$ cat src/rtl/pooling_kxk_stream.sv
// Streaming KxK pooling (stride K) over an IMG_N x IMG_N raster-order image of signed pixels.
// Define POOL_MAX_EN to honour `mode` (max pooling); otherwise averaging is always used.
module pooling_kxk_stream #(
    parameter int DATA_W = 16,
    parameter int IMG_N  = 28,
    parameter int POOL_K = 2
) (
    input  logic              clk,
    input  logic              rst_n,
    input  logic              start,
    input  logic              mode,
    input  logic              pixel_valid,
    input  logic [DATA_W-1:0] pixel_in,
    output logic              busy,
    output logic              out_valid,
    output logic [DATA_W-1:0] pixel_out,
    output logic              finish
);
    localparam int LOG_K = $clog2(POOL_K);
    localparam int ACC_W = DATA_W + 2 * LOG_K;
    localparam int NWIN  = IMG_N / POOL_K;
    localparam int LIM   = NWIN * POOL_K;
    localparam int CW    = $clog2(IMG_N + 1);
    localparam int IW    = (NWIN > 1) ? $clog2(NWIN) : 1;
    localparam int unsigned NACC = 1 << IW;
    localparam logic signed [ACC_W-1:0] BIAS = ACC_W'(POOL_K * POOL_K - 1);

    typedef enum logic [1:0] {IDLE, RUN, DONE} state_t;
    state_t state, state_nx;

    logic [CW-1:0]           row, col;
    logic signed [ACC_W-1:0] acc [NACC];
    logic                    accept, last_pix, in_win, win_first, win_last;
    logic [IW-1:0]           win_idx;
    logic signed [ACC_W-1:0] pix_ext, cur, upd, biased;
    logic [DATA_W-1:0]       avg_res, result;

`ifdef POOL_MAX_EN
    logic mode_q;

    always_ff @(posedge clk or negedge rst_n) begin
        if (!rst_n)
            mode_q <= 1'b0;
        else if (state == IDLE && start)
            mode_q <= mode;
    end
`else
    logic unused_mode;
    assign unused_mode = mode;
`endif

    always_ff @(posedge clk or negedge rst_n) begin
        if (!rst_n)
            state <= IDLE;
        else
            state <= state_nx;
    end

    always_comb begin
        state_nx = state;
        busy     = 1'b0;
        finish   = 1'b0;
        case (state)
            IDLE: if (start) state_nx = RUN;
            RUN: begin
                busy = 1'b1;
                if (accept && last_pix) state_nx = DONE;
            end
            DONE: begin
                busy     = 1'b1;
                finish   = 1'b1;
                state_nx = IDLE;
            end
            default: state_nx = IDLE;
        endcase
    end

    always_comb begin
        accept    = (state == RUN) && pixel_valid;
        last_pix  = (row == CW'(IMG_N - 1)) && (col == CW'(IMG_N - 1));
        in_win    = (row < CW'(LIM)) && (col < CW'(LIM));
        win_first = (row[LOG_K-1:0] == '0) && (col[LOG_K-1:0] == '0);
        win_last  = (row[LOG_K-1:0] == '1) && (col[LOG_K-1:0] == '1);
        win_idx   = IW'(col >> LOG_K);
        pix_ext   = ACC_W'($signed(pixel_in));
        cur       = acc[win_idx];
    end

    // Negative sums get a K*K-1 bias before the shift so the quotient truncates toward zero.
    always_comb begin
        upd = cur + pix_ext;
`ifdef POOL_MAX_EN
        if (mode_q) upd = (pix_ext > cur) ? pix_ext : cur;
`endif
        if (win_first) upd = pix_ext;
        biased  = upd + (upd[ACC_W-1] ? BIAS : '0);
        avg_res = DATA_W'(biased >>> (2 * LOG_K));
        result  = avg_res;
`ifdef POOL_MAX_EN
        if (mode_q) result = upd[DATA_W-1:0];
`endif
    end

    always_ff @(posedge clk or negedge rst_n) begin
        if (!rst_n) begin
            row       <= '0;
            col       <= '0;
            out_valid <= 1'b0;
            pixel_out <= '0;
            for (int unsigned i = 0; i < NACC; i++) acc[i] <= '0;
        end else begin
            out_valid <= 1'b0;
            if (state == IDLE && start) begin
                row <= '0;
                col <= '0;
                for (int unsigned i = 0; i < NACC; i++) acc[i] <= '0;
            end else if (accept) begin
                if (col == CW'(IMG_N - 1)) begin
                    col <= '0;
                    row <= row + CW'(1);
                end else begin
                    col <= col + CW'(1);
                end
                if (in_win) begin
                    acc[win_idx] <= upd;
                    if (win_last) begin
                        out_valid <= 1'b1;
                        pixel_out <= result;
                    end
                end
            end
        end
    end
endmodule

$ cat config.mk
export PLATFORM = sky130hd
export DESIGN_NAME = pooling_kxk_stream
export DESIGN_NICKNAME = d
export VERILOG_FILES = /design/src/rtl/pooling_kxk_stream.sv
export SDC_FILE = /design/constraint.sdc
export NUM_CORES = 1
export LEC_CHECK = 0
export CAP_MARGIN = 10
export CORE_ASPECT_RATIO = 0.6
export CORE_UTILIZATION = 60
export DETAILED_ROUTE_END_ITERATION = 8
export GPL_TIMING_DRIVEN = 0
export PLACE_DENSITY = 0.8
export SLEW_MARGIN = 25
export SYNTH_ARGS = -nofsm -noshare
export SYNTH_HDL_FRONTEND = slang
export SYNTH_SLANG_ARGS = --single-unit
$ cat constraint.sdc
create_clock -name clk -period 11.3 [get_ports clk]
set_input_delay 1.695 -clock clk [delete_from_list [all_inputs] [get_ports clk]]
set_output_delay 1.695 -clock clk [all_outputs]
set_load 0.02 [all_outputs]
**After elaboration in Yosys (flattened, before gate mapping)**

Index checks and enable logic that the tools add are counted.
W data, S select, Z words.

- $add $sub $neg: 4
- Order comparisons: 4
- Equal/unequal tests: 6
- Muxes and demuxes: 26
- Bitwise gates (word level): 4
- Reduce and logical (&&, ||, !) cells: 17

Operators by type and width:

| operator | count |
|---|---|
| $mux W288 | 3 |
| $bwmux W288 | 1 |
| $bmux W18 S4 | 1 |
| $demux W18 S4 | 1 |
| $mux W18 | 4 |
| $mux W5 | 6 |
| $add A18 B16 Y18 | 1 |
| $add A18 B2 Y18 | 1 |
| $add A5 B1 Y5 const B | 2 |
| $eq A5 B5 Y1 const B | 2 |
| $lt A5 B5 Y1 const B | 2 |
| $logic_and A1 B1 Y1 | 8 |
| $mux W1 | 6 |
| $mux W2 | 3 |
| $reduce_and A2 Y1 | 3 |
| $reduce_bool A2 Y1 | 3 |
| $ge A5 B5 Y1 const B | 1 |
| $lt A5 B1 Y1 const B | 1 |
| $not A4 Y5 | 1 |
| $ne A2 B2 Y1 const B | 2 |
| $pmux W2 S2 | 1 |
| $reduce_and A4 Y1 | 1 |
| $not A1 Y1 | 3 |
| $eq A2 B1 Y1 const B | 1 |
| 3 further kinds | 3 |

- Register bits: 317
- Bits of input ports: 21
- Output and inout bits: 19
- Word-level logic and storage cells: 82

**Depth between registers and ports, before layout**

Gate-level depths: netlist of the first run.

- Depth after elaboration: 10
- Gate-level depth with buffers: 24
- Mapped depth without buffers: 19

**Least setup slack after synthesis of the first run**

No wires, ideal clock.

- Path kind: reg2reg
- From: register col[1]
- To: register pixel_out[14]
- Setup time: 126 ps
- Data arrival time: 6394 ps
- Data required time: 11174 ps
- Setup slack: 4780 ps
- Cell stages (with the launch flop): 24
- Path buffers: 5
- Period minus slack after synthesis: 6520 ps
- Path through: dfrtp_1 -> buf_2 -> buf_1 -> buf_1 -> mux4_2 -> mux4_2 -> ha_1 -> buf_4 -> a21oi_4 -> o21ai_2 -> o41ai_4 -> a21oi_2 -> o21ai_0 -> nand3_1 -> xor2_1 -> clkbuf_1 -> inv_1 -> ha_1 -> and2_1 -> nor2_1 -> and4bb_4 -> o2111a_2 -> and4_1 -> a221o_1

- Cells in the longest elaborated chain, start to end: 8
- Elaborated cells between the ends (all ways): 11
- Those cells by class: 2 x add/sub; 1 x order compare; 5 x mux; 1 x bitwise; 2 x reduce/logical

Ends and longest elaborated chain:

| element | RTL line | source |
|---|---|---|
| start, declared | 31 | `logic [CW-1:0] row, col;` |
| start signal, assigned | 122 | `col <= col + CW'(1);` |
| $not A4 Y5 (not written as such) | 86 | `cur = acc[win_idx];` |
| $bmux W18 S4 | 86 |  |
| $mux W18 (not written as such) (2 in series) | 86 |  |
| $add A18 B16 Y18 | 91 | `upd = cur + pix_ext;` |
| $mux W18 | 95 | `if (win_first) upd = pix_ext;` |
| $mux W2 | 96 | `biased = upd + (upd[ACC_W-1] ? BIAS : '0);` |
| $add A18 B2 Y18 | 96 |  |
| end signal, assigned | 128 | `pixel_out <= result;` |
| end, declared | 16 | `output logic [DATA_W-1:0] pixel_out,` |

Several ways; a longest one is shown, not always the timed one. The select of a mux whose other input is x is not followed.
A chain may end at the register's enable or synchronous reset.

**Final worst setup path of the first run**

- From: register col[2]
- To: register pixel_out[12]

Same word-level chain as after synthesis.

==> flow_summary_export.csv, run 1 <==
group,metric,value,unit
place,portBuffers,38,
power_and_ir_drop,p_int,2.05,mW
clock_tree,cts_buffer_depth,3,
cells_and_area,syn_to_final_growth,11.6,%
grt,grt_pass1_wl,68000,um
synthesis,synth-edff-count,0,
synthesis,yosys.area.top_type_share,51.9,%
die,initial_utilization,62.1,%
synthesis,yosys.cell_count.top_type,"dfrtp_1",
drt,post_drt_wl_per_cell,23.9,um
drt,first_iter_violations,1381,
timing,setup_viol,0,
drt,dr_total_vias,11800,
power_and_ir_drop,netSwitchingFraction,37.9,%
worst_hold_path,whs_path_depth,2,
drt,viasPerCell,6.58,
timing,layout_worst_path_cycle_share,78.6,%
synthesis,synth_common_cells,"dfrtp_1, nand2_1, o21ai_0",
worst_setup_path,cp_data_required_time,11770,ps
place,gp_congestion,0.951,
cells_and_area,final_nets,1497,
worst_setup_path,critical_path.most_common_cell,"clkbuf_1",
clock_tree,cts_tree,"done",
synthesis,ys_types,71,
synthesis,syn-cell-area,15300,um^2
cells_and_area,multi_input_area,6900,um^2
worst_setup_path,crit_buf_inv,6,
worst_hold_path,min_from,"acc[170]$_DFFE_PN0P_",
worst_setup_path,cp-start-kind,"flop",
cells_and_area,drive_gt1_share,11.0,%
grt,grt.overflow.total,0,
drt,post-route-drc-count,0,
worst_setup_path,crit_slowest_cell,"xor2_1",
synthesis,yosysSeqAreaShare,51.9,%
worst_setup_path,cp_top_family,"buffers and inverters",
power_and_ir_drop,netSwitchingPower,1.25,mW
die,num_io_pins,40,
run,max-cap-violations,0,
worst_setup_path,r2r_cells,24,
cells_and_area,stdcell_count,1792,
synthesis,synthCells,1379,
synthesis,yosysWarnings,0,
worst_setup_path,cpPeakStageDelay,790,ps
die,fp-row-count,44,
place,post-place-ws,2780,ps
place,hpwl,31800,um
die,die_w,208,um
worst_setup_path,reg2reg_from,"col[2]$_DFFE_PN0N_",
synthesis,ys_async_sr_fraction,100,%
place,dp.cells,1742,
clock_tree,clk-insertion-delay-late,570,ps
drt,firstDrtPassIters,6,
timing,fmax,113,MHz
power_and_ir_drop,p_per_area,193,nW/um^2
timing,finClkSkew,25.2,ps
worst_setup_path,end_kind,"flop",
cells_and_area,fill_cells,1774,
clock_tree,clk_pin_slew,70,ps
drt,antenna_left,0,
run_status,status,"finished, final reports clean",
clock_tree,cts_inserted_buffers,28,
power_and_ir_drop,peakVddDrop,0.128,mV
synthesis,synth_top_area_cell,"dfrtp_1",
worst_setup_path,critPathArrivalTime,9350,ps
synthesis,synth_area_leaders,"dfrtp_1, mux4_2, o21ai_0",
cells_and_area,seqCellArea,7930,um^2
synthesis,syn_area_per_cell,11.1,um^2
die,core,24600,um^2
worst_setup_path,cp.depth,24,
clock_tree,cts_hold_buf,0,
grt,grt_pass1_vias,11700,
synthesis,synth_flop_cell,"dfrtp_1",
drt,routed_wl,42800,um
die,die_area,26100,um^2
clock_tree,cts_resized,0,
worst_hold_path,timing.hold.worst_endpoint,"acc[170]$_DFFE_PN0P_",
worst_setup_path,worstPathMaxFanout,10,
clock_tree,htreeDepth,1,
synthesis,synth-seq-cells,317,
worst_setup_path,timing.rr.end,"pixel_out[12]$_DFFE_PN0P_",
worst_setup_path,cp_cell_sequence,"clkbuf_1 > buf_1 > clkbuf_1 > mux4_2 > mux4_2 > ha_1 > buf_6 > a21oi_1 > o21ai_2 > o41ai_4 > a21oi_2 > o21ai_0 > nand3_1 > xor2_1 > clkbuf_1 > inv_1 > ha_1 > nand2_1 > nor2_1 > nor2_1 > a211oi_4 > o211ai_2 > o41a_1 > o31ai_2",
timing,rsz0062_at_grt,"no",
timing,fin_crit,8880,ps
synthesis,mappedNetlistNets,1426,
power_and_ir_drop,seqPwrFrac,36.9,%
clock_tree,cts-root-buf,"clkbuf_16",
worst_hold_path,min_path_type,"reg -> reg",
clock_tree,clock_sinks,317,
power_and_ir_drop,leakage,7.37,nW
worst_setup_path,crit_path_start,"col[2]$_DFFE_PN0N_",
power_and_ir_drop,combPwrFrac,34.4,%
timing,hold_viol_final,0,
die,die_h,126,um
grt,grt_start_max_net_pins,96,
grt,antenna_found_initial,1,
timing,max_slew_margin,29.7,%
worst_setup_path,critical_path_class,"reg -> reg",
timing,tightest_slew,1050,ps
timing,setup_slack,2420,ps
timing,slew_violations,0,
power_and_ir_drop,clockPowerShare,28.7,%
worst_setup_path,r2r_slack,2420,ps
grt,grt_usage,34.3,%
clock_tree,cts_setup_buffers,0,
==> how the worst max path moves through the flow <==
stage	endpoint	slack [ps]
2_1_floorplan	pixel_out[14]$_DFFE_PN0P_	4780
3_3_place_gp	acc[190]$_DFFE_PN0P_	-4940
3_5_place_dp	pixel_out[12]$_DFFE_PN0P_	2780
4_1_cts	pixel_out[12]$_DFFE_PN0P_	2710
5_1_grt	pixel_out[12]$_DFFE_PN0P_	2060
6_report	pixel_out[12]$_DFFE_PN0P_	2420
==> tightest hold or removal path, stage by stage, from the launching register on <==
cell and delay, ps:
dfrtp_1 340, nand2_1 40, o21ai_0 60
==> cell type report <==
cell class                 instances  area share [%]
antenna                            1          0.0147
sequential                       317            46.5
buffer                            98            2.24
clock inverter                     9           0.506
tap                              322            2.36
clock buffer                      40            4.72
timing repair buffer              41            2.74
multi-input combinational        943            40.4
inverter                          21           0.462
==> routing by layer <==
metal | global-route usage, % | routed length (um) | up-vias
li1 | - | - | 5133
met1 | 50.7 | 18300 | 5932
met4 | 6.71 | 769 | 0
met2 | 48.0 | 17700 | 655
met3 | 14.2 | 6020 | 70
met5 | 0 | 0 | -
==> power groups by stage <==
stage                     Sequential, mW  Clock [mW]  Combinational [mW]
after detailed placement            1.23           0                1.09
after global routing                1.22       0.993                1.22
after floorplan                     1.22           0               0.733
after global placement              1.24           0                1.06
final                               1.22       0.948                1.14
after CTS                           1.22       0.951                1.10
==> through the flow <==
stage / TNS (ps) / util, % / hold slack (ps) / instance area, um^2 / total power [mW]
floorplan: 0 / - / 445 / 15300 / 1.96
global placement: -1553550 / 65.3 / 456 / 16100 / 2.30
detailed placement: 0 / 65.6 / 465 / 16100 / 2.33
CTS: 0 / 69.2 / 479 / 17000 / 3.27
global route: 0 / 69.3 / 496 / 17100 / 3.43
finish: 0 / 69.3 / 479 / 17100 / 3.30
==> sequential cells by signal, summed over array words and instances, names as in the netlist <==
register	cells
acc	288
pixel_out	16
col	5
row	5
state	2
out_valid	1
==> logic make-up after synthesis <==
group,count (synthesis),synth area share [%]
buffers and inverters,119,3.01
DFF,317,51.9
muxes,95,13.5
xor gates and xnor gates,15,0.860
and+or+nand+nor,428,12.7
adders and majority gates,26,2.18
AOI/OAI and AO/OA,379,15.8
==> cells in the final DEF (no fill, tap or decap), types with 3 or more instances in the layout <==
cell type and count:
nand3_1 21, and2_1 46, a22o_1 57, inv_1 21, or3_1 4, a211oi_1 4
nand3b_1 3, nand2_1 254, o21a_1 5, clkbuf_8 6, clkbuf_16 28, clkdlybuf4s50_1 37
nor2b_1 5, o21ai_0 217, o211ai_1 5, o31ai_1 5, xnor2_1 8, xor2_1 7
nor3_1 14, a21o_1 5, and3_1 8, o21ai_1 5, nor2_1 44, buf_1 9
nor3b_1 8, mux2i_1 4, a221oi_1 3, nor4_1 3, clkinv_2 5, a211o_1 3
nand4_1 6, dfrtp_1 317, a21oi_1 29, a21boi_0 5, ha_1 25, mux4_2 89
clkbuf_1 90, buf_16 3
No activity file was read; power rests on OpenSTA's default activity.
==> run 2, diff against run 1 <==
- clock period: 11.3 -> 9.1 ns (I/O delays scaled with it)
==> run 2 against run 1 <==
Against the previous run:
- sequential share of layout area barely moved
- utilization about the same
- combinational power up 24%
- wire length up 0.15%
- final cell count unchanged
- register-to-register slack lost 2000 ps
- critical endpoint unchanged
==> flow_summary_export.csv, run 2 (synthesis gave the netlist of run 1 again) <==
group,metric,value,unit
timing,tightest_slew,1050,ps
worst_setup_path,worstPathMaxFanout,10,
worst_setup_path,reg2reg_from,"col[2]$_DFFE_PN0N_",
die,die_w,208,um
die,fp-row-count,44,
drt,viasPerCell,6.60,
worst_setup_path,cp-start-kind,"flop",
drt,antenna_left,0,
place,hpwl,31800,um
die,die_area,26100,um^2
worst_hold_path,min_path_type,"reg -> reg",
worst_setup_path,critical_path.most_common_cell,"clkbuf_1",
cells_and_area,multi_input_area,6900,um^2
timing,slew_violations,0,
clock_tree,htreeDepth,1,
cells_and_area,seqCellArea,7930,um^2
place,placedInstanceArea,16100,um^2
die,num_io_pins,40,
clock_tree,clk_pin_slew,70,ps
grt,grt_pass1_vias,11700,
grt,grt.overflow.total,0,
worst_setup_path,critical_path_class,"reg -> reg",
power_and_ir_drop,leakage,7.37,nW
worst_setup_path,r2r_cells,24,
clock_tree,cts-root-buf,"clkbuf_16",
timing,fin_crit,8650,ps
cells_and_area,largest-register,"acc",
worst_setup_path,cp_top_family,"buffers and inverters",
cells_and_area,layout_commonest_cell,"dfrtp_1",
run,max-cap-violations,0,
cells_and_area,top_regs,"acc: 288 flops, pixel_out: 16 flops",
timing,rsz0062_at_grt,"no",
timing,setup_viol,0,
grt,grt_pass1_wl,68000,um
worst_hold_path,min_from,"acc[170]$_DFFE_PN0P_",
run_status,status,"finished, final reports clean",
worst_setup_path,timing.rr.end,"pixel_out[12]$_DFFE_PN0P_",
clock_tree,cts_setup_buffers,0,
worst_setup_path,r2r_slack,450,ps
timing,layout_worst_path_cycle_share,95.0,%
clock_tree,clk-insertion-delay-late,580,ps
drt,firstDrtPassIters,6,
clock_tree,cts_inserted_buffers,28,
die,initial_utilization,62.1,%
die,core,24600,um^2
timing,fmax,116,MHz
timing,hold_viol_final,0,
timing,setup_slack,454,ps
cells_and_area,stdcell_area,17100,um^2
worst_setup_path,critPathArrivalTime,9110,ps
cells_and_area,final_nets,1497,
place,post-place-ws,582,ps
clock_tree,cts_tree,"done",
worst_setup_path,cp_data_required_time,9570,ps
grt,grt_start_max_net_pins,96,
clock_tree,clock_sinks,317,
cells_and_area,syn_to_final_growth,11.7,%
drt,routed_wl,42900,um
worst_hold_path,whs_path_depth,2,
grt,antenna_found_initial,1,
place,gp_congestion,0.951,
worst_setup_path,cpPeakStageDelay,750,ps
cells_and_area,largest_reg_flops,288,
timing,tns,0,ps
grt,grt_usage,34.3,%
drt,first_iter_violations,1271,
worst_setup_path,crit_slowest_cell,"clkbuf_1",
worst_hold_path,timing.hold.worst_endpoint,"acc[170]$_DFFE_PN0P_",
drt,dr_total_vias,11800,
power_and_ir_drop,peakVddDrop,0.160,mV
worst_setup_path,crit_buf_inv,6,
cells_and_area,final_cell_mix,"dfrtp_1, nand2_1, o21ai_0",
power_and_ir_drop,p_per_area,240,nW/um^2
drt,post_drt_wl_per_cell,23.9,um
worst_setup_path,cp_cell_sequence,"clkbuf_1 > buf_1 > clkbuf_1 > mux4_2 > mux4_2 > ha_1 > buf_6 > a21oi_1 > o21ai_2 > o41ai_4 > a21oi_2 > o21ai_0 > nand3_1 > xor2_2 > clkbuf_1 > inv_1 > ha_1 > nand2_1 > nor2_1 > nor2_1 > a211oi_4 > o211ai_2 > o41a_1 > o31ai_2",
clock_tree,cts_buffer_depth,3,
timing,finClkSkew,26.8,ps
place,portBuffers,38,
die,die_h,126,um
drt,post-route-drc-count,0,
cells_and_area,drive_gt1_share,11.0,%
timing,max_slew_margin,29.2,%
cells_and_area,fill_cells,1772,
worst_setup_path,end_kind,"flop",
==> run 2: cell counts in the layout (fill, tap and decap cells not counted) <==
No cell type changed its count.
==> run 2: stage by stage <==
| stage | instances | util [%] | power, mW | hold WS (ps) |
|---|---|---|---|---|
| finish | 1792 | 69.3 | 4.10 | 479 |
| global route | 1791 | 69.3 | 4.27 | 496 |
| CTS | 1791 | 69.2 | 4.06 | 479 |
| detailed placement | 1742 | 65.6 | 2.89 | 465 |
| global placement | 1739 | 65.3 | 2.85 | 456 |
| floorplan | 1379 | - | 2.43 | 445 |
==> run 2: worst max path at each step <==
stage	startpoint	to	cells past startpoint	slack (ps)
4_1_cts	col[1]$_DFFE_PN0N_	pixel_out[12]$_DFFE_PN0P_	24	510
6_report	col[2]$_DFFE_PN0N_	pixel_out[12]$_DFFE_PN0P_	24	450
3_5_place_dp	col[1]$_DFFE_PN0N_	pixel_out[12]$_DFFE_PN0P_	24	580
5_1_grt	col[2]$_DFFE_PN0N_	pixel_out[12]$_DFFE_PN0P_	24	70
3_3_place_gp	rst_n	acc[190]$_DFFE_PN0P_	1	-6810
2_1_floorplan	col[1]$_DFFE_PN0N_	pixel_out[14]$_DFFE_PN0P_	23	2580
==> run 2: layout make-up <==
type,instances,share of cell area [%]
inverter,21,0.462
timing repair buffer,41,2.74
antenna,1,0.0147
multi-input combinational,943,40.5
clock buffer,40,4.72
sequential,317,46.5
tap,322,2.36
clock inverter,9,0.506
buffer,98,2.24
==> run 2: report_power, final <==
part / leakage, nW / internal [mW] / switching (mW)
Combinational: 2.52 / 0.431 / 0.979
Sequential: 4.41 / 1.47 / 0.0416
Clock: 0.436 / 0.643 / 0.536
==> run 2: worst register-to-register path, cell delays in order, from the launching register on <==
cell	delay [ps]
dfrtp_1	520
clkbuf_1	570
buf_1	660
clkbuf_1	760
mux4_2	470
mux4_2	540
ha_1	310
buf_6	140
a21oi_1	150
o21ai_2	120
o41ai_4	400
a21oi_2	120
o21ai_0	570
nand3_1	240
xor2_2	540
clkbuf_1	630
inv_1	100
ha_1	320
nand2_1	60
nor2_1	110
nor2_1	80
a211oi_4	370
o211ai_2	220
o41a_1	370
o31ai_2	170
==> run 2: layer usage <==
layer	up-vias	routed length (um)	track usage, %
met5	-	0	0
met4	0	798	6.71
met3	79	6210	14.2
met1	5953	18100	50.7
met2	675	17800	48.0
li1	5128	-	-
==> run 2: timing repair <==
action	CTS	global route
resized for setup	0	1
hold buffers	0	0
setup endpoints to repair	0	6
